File: config.mk
export PLATFORM = sky130hd
export DESIGN_NAME = muldiv_unit_flat
export DESIGN_NICKNAME = d
export VERILOG_FILES = /design/src/rtl/muldiv_unit_pkg.sv /design/src/rtl/muldiv_unit_if.sv /design/src/rtl/muldiv_unit_div_step.sv /design/src/rtl/muldiv_unit.sv /design/src/flat_wrapper.sv
export SDC_FILE = /design/constraint.sdc
export NUM_CORES = 2
export LEC_CHECK = 0
export CAP_MARGIN = 20
export CORE_MARGIN = 2
export CORE_UTILIZATION = 45
export DETAILED_ROUTE_END_ITERATION = 10
export GPL_ROUTABILITY_DRIVEN = 0
export PLACE_DENSITY = 0.59
export SETUP_SLACK_MARGIN = 0.02
export SLEW_MARGIN = 40
export SYNTH_ARGS = -nofsm -noshare
export SYNTH_HDL_FRONTEND = slang
export SYNTH_SLANG_ARGS = --single-unit
File: constraint.sdc
create_clock -name clk -period 25.4 [get_ports clk]
set_clock_uncertainty 0.05 [all_clocks]
set_input_delay 7.62 -clock clk [delete_from_list [all_inputs] [get_ports clk]]
set_output_delay 7.62 -clock clk [all_outputs]
set_load 0.01 [all_outputs]
File: src/rtl/muldiv_unit_pkg.sv
`default_nettype none
// +----------------------------------------------------------------------+
// | muldiv_unit_pkg                                                      |
// | Shared opcode constants, FSM encoding and helpers for muldiv_unit.   |
// | Revision: 1.0                                                        |
// +----------------------------------------------------------------------+
package muldiv_unit_pkg;

    typedef logic [2:0] funct3_t;

    localparam funct3_t F3_MUL    = 3'b000;
    localparam funct3_t F3_MULH   = 3'b001;
    localparam funct3_t F3_MULHSU = 3'b010;
    localparam funct3_t F3_MULHU  = 3'b011;
    localparam funct3_t F3_DIV    = 3'b100;
    localparam funct3_t F3_DIVU   = 3'b101;
    localparam funct3_t F3_REM    = 3'b110;
    localparam funct3_t F3_REMU   = 3'b111;

    localparam int DIV_ITERS = 32;

    typedef enum logic [1:0] {
        ST_IDLE = 2'd0,
        ST_MUL  = 2'd1,
        ST_DIV  = 2'd2,
        ST_DONE = 2'd3
    } state_t;

    function automatic logic [31:0] neg_if(input logic en, input logic [31:0] v);
        return en ? (32'd0 - v) : v;
    endfunction

endpackage
`default_nettype wire

File: src/rtl/muldiv_unit_if.sv
`default_nettype none
// +----------------------------------------------------------------------+
// | muldiv_unit_if                                                       |
// | Request/response bundle between the EX stage and muldiv_unit.        |
// | Revision: 1.0                                                        |
// +----------------------------------------------------------------------+
interface muldiv_unit_if;
    import muldiv_unit_pkg::*;

    logic        start;
    funct3_t     funct3;
    logic [31:0] op_a;
    logic [31:0] op_b;
    logic        flush;
    logic        busy;
    logic        done;
    logic [31:0] result;

    modport master (
        output start, funct3, op_a, op_b, flush,
        input  busy, done, result
    );

    modport slave (
        input  start, funct3, op_a, op_b, flush,
        output busy, done, result
    );

endinterface
`default_nettype wire

File: src/rtl/muldiv_unit_div_step.sv
`default_nettype none
// +----------------------------------------------------------------------+
// | div_step                                                             |
// | One combinational restoring shift-subtract division iteration.       |
// | Revision: 1.0                                                        |
// +----------------------------------------------------------------------+
module div_step (
    input  logic [31:0] i_rem,
    input  logic [31:0] i_quo,
    input  logic [31:0] i_divisor,
    output logic [31:0] o_rem,
    output logic [31:0] o_quo
);

    logic [32:0] w_shift;
    logic [32:0] w_diff;

    // Partial remainder can reach 2*divisor-1, so the trial subtract needs 33 bits.
    assign w_shift = {i_rem, i_quo[31]};
    assign w_diff  = w_shift - {1'b0, i_divisor};
    assign o_quo   = {i_quo[30:0], ~w_diff[32]};
    assign o_rem   = w_diff[32] ? w_shift[31:0] : w_diff[31:0];

endmodule
`default_nettype wire

File: src/rtl/muldiv_unit.sv
`default_nettype none
// +----------------------------------------------------------------------+
// | muldiv_unit                                                          |
// | Iterative RV32M multiply/divide unit with busy/done handshake.       |
// | Revision: 1.0                                                        |
// +----------------------------------------------------------------------+
module muldiv_unit
    import muldiv_unit_pkg::*;
(
    input  logic         clk,
    input  logic         rst,
    muldiv_unit_if.slave bus
);

    state_t      r_state;
    state_t      w_state_nxt;
    funct3_t     r_f3;
    logic [31:0] r_a;
    logic [31:0] r_b;
    logic [31:0] r_rem;
    logic [31:0] r_quo;
    logic [5:0]  r_cnt;
    logic [31:0] r_result;

    logic        w_accept;
    logic        w_res_we;
    logic [31:0] w_res_nxt;

    // Multiply: 33x33 signed product of extended operands, low 64 bits kept.
    logic        w_mul_sa;
    logic        w_mul_sb;
    logic [32:0] w_a_ext;
    logic [32:0] w_b_ext;
    logic [63:0] w_prod;
    logic [31:0] w_mul_res;

    assign w_mul_sa  = (r_f3 == F3_MULH) || (r_f3 == F3_MULHSU);
    assign w_mul_sb  = (r_f3 == F3_MULH);
    assign w_a_ext   = {w_mul_sa & r_a[31], r_a};
    assign w_b_ext   = {w_mul_sb & r_b[31], r_b};
    assign w_prod    = {{31{w_a_ext[32]}}, w_a_ext} * {{31{w_b_ext[32]}}, w_b_ext};
    assign w_mul_res = (r_f3 == F3_MUL) ? w_prod[31:0] : w_prod[63:32];

    // Divide: magnitudes in, signs restored on the last iteration.
    logic        w_div_signed;
    logic        w_div0;
    logic        w_ovf;
    logic [31:0] w_abs_a;
    logic [31:0] w_abs_b;
    logic [31:0] w_step_rem_in;
    logic [31:0] w_step_quo_in;
    logic [31:0] w_step_rem;
    logic [31:0] w_step_quo;
    logic [31:0] w_q_fin;
    logic [31:0] w_r_fin;
    logic [31:0] w_div_res;
    logic [31:0] w_spec_res;

    assign w_div_signed  = ~r_f3[0];
    assign w_div0        = (r_b == 32'd0);
    assign w_ovf         = w_div_signed && (r_a == 32'h8000_0000) && (r_b == 32'hFFFF_FFFF);
    assign w_abs_a       = neg_if(w_div_signed & r_a[31], r_a);
    assign w_abs_b       = neg_if(w_div_signed & r_b[31], r_b);
    assign w_step_rem_in = (r_cnt == 6'd0) ? 32'd0   : r_rem;
    assign w_step_quo_in = (r_cnt == 6'd0) ? w_abs_a : r_quo;

    div_step u_div_step (
        .i_rem     (w_step_rem_in),
        .i_quo     (w_step_quo_in),
        .i_divisor (w_abs_b),
        .o_rem     (w_step_rem),
        .o_quo     (w_step_quo)
    );

    assign w_q_fin    = neg_if(w_div_signed & (r_a[31] ^ r_b[31]), w_step_quo);
    assign w_r_fin    = neg_if(w_div_signed & r_a[31], w_step_rem);
    assign w_div_res  = r_f3[1] ? w_r_fin : w_q_fin;
    assign w_spec_res = w_div0 ? (r_f3[1] ? r_a   : 32'hFFFF_FFFF)
                               : (r_f3[1] ? 32'd0 : 32'h8000_0000);

    always_ff @(posedge clk) begin
        if (rst) begin
            r_state <= ST_IDLE;
        end else begin
            r_state <= w_state_nxt;
        end
    end

    always_comb begin
        w_state_nxt = r_state;
        w_accept    = 1'b0;
        w_res_we    = 1'b0;
        w_res_nxt   = r_result;
        case (r_state)
            ST_IDLE: begin
                if (bus.start && !bus.flush) begin
                    w_accept    = 1'b1;
                    w_state_nxt = bus.funct3[2] ? ST_DIV : ST_MUL;
                end
            end
            ST_MUL: begin
                if (bus.flush) begin
                    w_state_nxt = ST_IDLE;
                end else begin
                    w_res_we    = 1'b1;
                    w_res_nxt   = w_mul_res;
                    w_state_nxt = ST_DONE;
                end
            end
            ST_DIV: begin
                if (bus.flush) begin
                    w_state_nxt = ST_IDLE;
                end else if ((r_cnt == 6'd0) && (w_div0 || w_ovf)) begin
                    w_res_we    = 1'b1;
                    w_res_nxt   = w_spec_res;
                    w_state_nxt = ST_DONE;
                end else if (r_cnt == 6'(DIV_ITERS - 1)) begin
                    w_res_we    = 1'b1;
                    w_res_nxt   = w_div_res;
                    w_state_nxt = ST_DONE;
                end
            end
            ST_DONE: begin
                w_state_nxt = ST_IDLE;
            end
            default: begin
                w_state_nxt = ST_IDLE;
            end
        endcase
    end

    always_ff @(posedge clk) begin
        if (rst) begin
            r_f3     <= F3_MUL;
            r_a      <= 32'd0;
            r_b      <= 32'd0;
            r_rem    <= 32'd0;
            r_quo    <= 32'd0;
            r_cnt    <= 6'd0;
            r_result <= 32'd0;
        end else begin
            if (w_accept) begin
                r_f3  <= bus.funct3;
                r_a   <= bus.op_a;
                r_b   <= bus.op_b;
                r_cnt <= 6'd0;
            end
            if (r_state == ST_DIV) begin
                r_rem <= w_step_rem;
                r_quo <= w_step_quo;
                r_cnt <= r_cnt + 6'd1;
            end
            if (w_res_we) begin
                r_result <= w_res_nxt;
            end
        end
    end

    assign bus.busy   = (r_state != ST_IDLE);
    assign bus.done   = (r_state == ST_DONE);
    assign bus.result = r_result;

endmodule
`default_nettype wire

File: src/flat_wrapper.sv
// flat-port wrapper written by rule: the top's interface ports become plain ports
module muldiv_unit_flat import muldiv_unit_pkg::*;
  (clk, rst, bus_start, bus_funct3, bus_op_a, bus_op_b, bus_flush, bus_busy, bus_done, bus_result);
  muldiv_unit_if bus_i ();
  input  logic clk;
  input  logic rst;
  input wire logic [$bits(bus_i.start)-1:0] bus_start;
  input wire logic [$bits(bus_i.funct3)-1:0] bus_funct3;
  input wire logic [$bits(bus_i.op_a)-1:0] bus_op_a;
  input wire logic [$bits(bus_i.op_b)-1:0] bus_op_b;
  input wire logic [$bits(bus_i.flush)-1:0] bus_flush;
  output wire logic [$bits(bus_i.busy)-1:0] bus_busy;
  output wire logic [$bits(bus_i.done)-1:0] bus_done;
  output wire logic [$bits(bus_i.result)-1:0] bus_result;
  assign bus_i.start = bus_start;
  assign bus_i.funct3 = bus_funct3;
  assign bus_i.op_a = bus_op_a;
  assign bus_i.op_b = bus_op_b;
  assign bus_i.flush = bus_flush;
  assign bus_busy = bus_i.busy;
  assign bus_done = bus_i.done;
  assign bus_result = bus_i.result;
  muldiv_unit u_core (.clk(clk), .rst(rst), .bus(bus_i));
endmodule
==> results.json <==
{
  "grt_overflow_total": 0,
  "period_share_pct": 40.8,
  "cap_violations": 0,
  "fin_ws_ns": 15.03,
  "drtIter0Drc": 4105,
  "cts_resized": 0,
  "synth_seq_area_share_pct": 6.62,
  "hold_buffers": 0,
  "die_h_um": 343,
  "rsz0062_at_grt": "false",
  "p_leak_uw": 0.0245,
  "cts_tree": "yes",
  "grt_use_total_pct": 30.5,
  "numCtsBuffers": 17,
  "drt-vias-per-instance": 5.70,
  "required_ns": 25.72,
  "ys.flop_type": "dfxtp_1",
  "crit_top_cell": "fa_1",
  "ant_nets": 0,
  "synth_top_cell_by_area": "fa_1",
  "cts-htree-levels": 4,
  "synth_nets": 7648,
  "synth_area_mm2": 0.0517,
  "status": "completed",
  "critPathMaxStageDelay_ns": 0.82,
  "powerDensity_mw_per_mm2": 44.9,
  "area_growth_pct": 5.37,
  "insertion_delay_ns": 0.49,
  "max_freq_ghz": 0.0964,
  "critPathMaxFanout": 31,
  "max-vdd-ir-drop_mv": 0.0708,
  "hpwl_mm": 130,
  "fin_tns_setup_ns": 0,
  "cts_sinks": 171,
  "synth_seq_cells": 171,
  "grt_pass1_wl_mm": 271,
  "highest_layer": "met5",
  "port_buffers": 104,
  "die_area_mm2": 0.118,
  "yosys.cell_types.count": 91,
  "initial_core_util_pct": 45.3,
  "register_area_mm2": 0.00348,
  "placementRows": 124,
  "nFillCells": 11300,
  "synth_edf_count": 0,
  "post_cts_buffers": 0,
  "drive_above_1_share_pct": 4.02,
  "hold_viol": 0,
  "critPathKind": "register to register",
  "relSlewSlack_pct": 34.2,
  "slew_viol_final": 0,
  "worst_setup_path_start_kind": "register",
  "netlist_top_cells_area": "fa_1 44%, inv_1 9.0%, nand2_1 7.7%, dfxtp_1 6.6%, ha_1 6.2%",
  "multi_input_area_mm2": 0.0421,
  "clk_path_buf_depth": 2,
  "grt_max_degree": 105,
  "cp_slowest_cell": "fa_1",
  "min-delay-path-class": "register to register",
  "fin_crit_ns": 10.37,
  "antenna_found_initial": 8,
  "ys_async_sr_fraction_pct": 0,
  "fp.dieW_um": 343,
  "fin_nets": 7462,
  "crit_path_end_kind": "register",
  "critPathArrivalTime_ns": 10.69,
  "io_pins": 105,
  "cts-root-buf": "clkbuf_16",
  "wl_met1_mm": 71.3,
  "finalPower_uw": 2450,
  "firstDrtPassIters": 6,
  "routed-wl-met3_mm": 17.1,
  "synth_warnings": 0,
  "tightest_slew_ns": 0.963,
  "setup_viol": 0,
  "grt_pass1_vias": 44400,
  "cts.clk_slew.worst_paths_ns": 0.08,
  "drc": 0,
  "yosys-top-cells-count": "1235 x inv_1, 1126 x fa_1, 1057 x nand2_1",
  "synth_top_area_share_pct": 43.6,
  "dp_slack_ns": 15.02,
  "avgSynthCellArea_um2": 8.35,
  "wirelength_mm": 175,
  "post_drt_wl_per_cell_um": 23.3,
  "vias": 42900,
  "wl_met2_mm": 78.3,
  "core-area_mm2": 0.114,
  "synth_most_common_cell": "inv_1",
  "syn_inst": 6195
}
logic make-up after synthesis:
kind of cell | after synthesis | synth area share [%]
DFF | 171 | 6.62
and+or+nand+nor | 1962 | 17.5
xor gates and xnor gates | 191 | 3.25
AOI/OAI and AO/OA | 790 | 9.79
buffers and inverters | 1645 | 12.0
adders and majority gates | 1382 | 49.8
muxes | 54 | 1.06
power by group:
part | switching [uW] | internal (uW) | total [uW] | leakage (uW)
Clock | 142 | 136 | 278 | 0.000255
Combinational | 1250 | 563 | 1810 | 0.0229
Sequential | 50.4 | 310 | 360 | 0.00141
Total | 1440 | 1010 | 2450 | 0.0245
critical path: cells and delay by family, from the launching register on:
family                   cells  cell delay (ns)
adder cells (fa/ha/maj)      9             5.13
AO/OA/AOI/OAI                4             1.48
buffers and inverters        8             1.34
AND/OR/NAND/NOR              7             1.02
flip-flops                   1             0.79
multiplexers                 1             0.22
XOR/XNOR                     1             0.21
worst paths after layout:
path	end	startpoint	slack, ns	cells after the start
min	u_core.r_b[28]	u_core.r_b[28]	0.41	2
max	u_core.bus.result[30]	u_core.r_f3[0]	15.03	30
min reg2reg	u_core.r_b[28]	u_core.r_b[28]	0.41	2
max reg2reg	u_core.bus.result[30]	u_core.r_f3[0]	15.03	30
registers in the layout, summed over array words and instances (netlist names):
| name | count |
|---|---|
| u_core.r_rem | 32 |
| u_core.bus.result | 32 |
| u_core.r_a | 32 |
| u_core.r_quo | 32 |
| u_core.r_cnt | 6 |
| u_core.r_b | 32 |
| u_core.r_state | 2 |
| u_core.r_f3 | 3 |
layer usage:
metal,track usage [%],vias to the layer above
met2,47.7,2000
met1,41.1,22000
met5,0,-
li1,-,18500
met3,6.82,413
met4,12.4,6
through the flow:
step	instances	util (%)	hold WS [ns]	area, um2
global placement	7502	47.2	0.393	53900
detailed placement	7502	47.2	0.399	53900
finish	7534	47.7	0.407	54500
floorplan	6195	-	0.396	51700
CTS	7531	47.7	0.410	54500
global route	7531	47.7	0.420	54500
final cells by class:
| cell class | count | area share (%) |
|---|---|---|
| Multi-Input combinational cell | 4379 | 77.3 |
| Inverter | 1238 | 8.53 |
| Sequential cell | 171 | 6.39 |
| Tap cell | 1512 | 3.47 |
| Timing Repair Buffer | 202 | 3.28 |
| Clock buffer | 18 | 0.788 |
| Clock inverter | 11 | 0.209 |
| Antenna cell | 3 | 0.0138 |
layout by cell type, fill, tap and decap left out, drive strengths merged, types with 99 or more instances in the layout:
master         Yosys  routed
nor2             267     267
inv             1236    1241
xnor2            130     130
o21ai            151     151
fa              1126    1126
and2             326     326
nand2           1057    1057
ha               256     256
a21oi            266     266
buf              123      99
dfxtp            171     171
clkdlybuf4s50      0     103
Power figures use the tool's default switching activity.
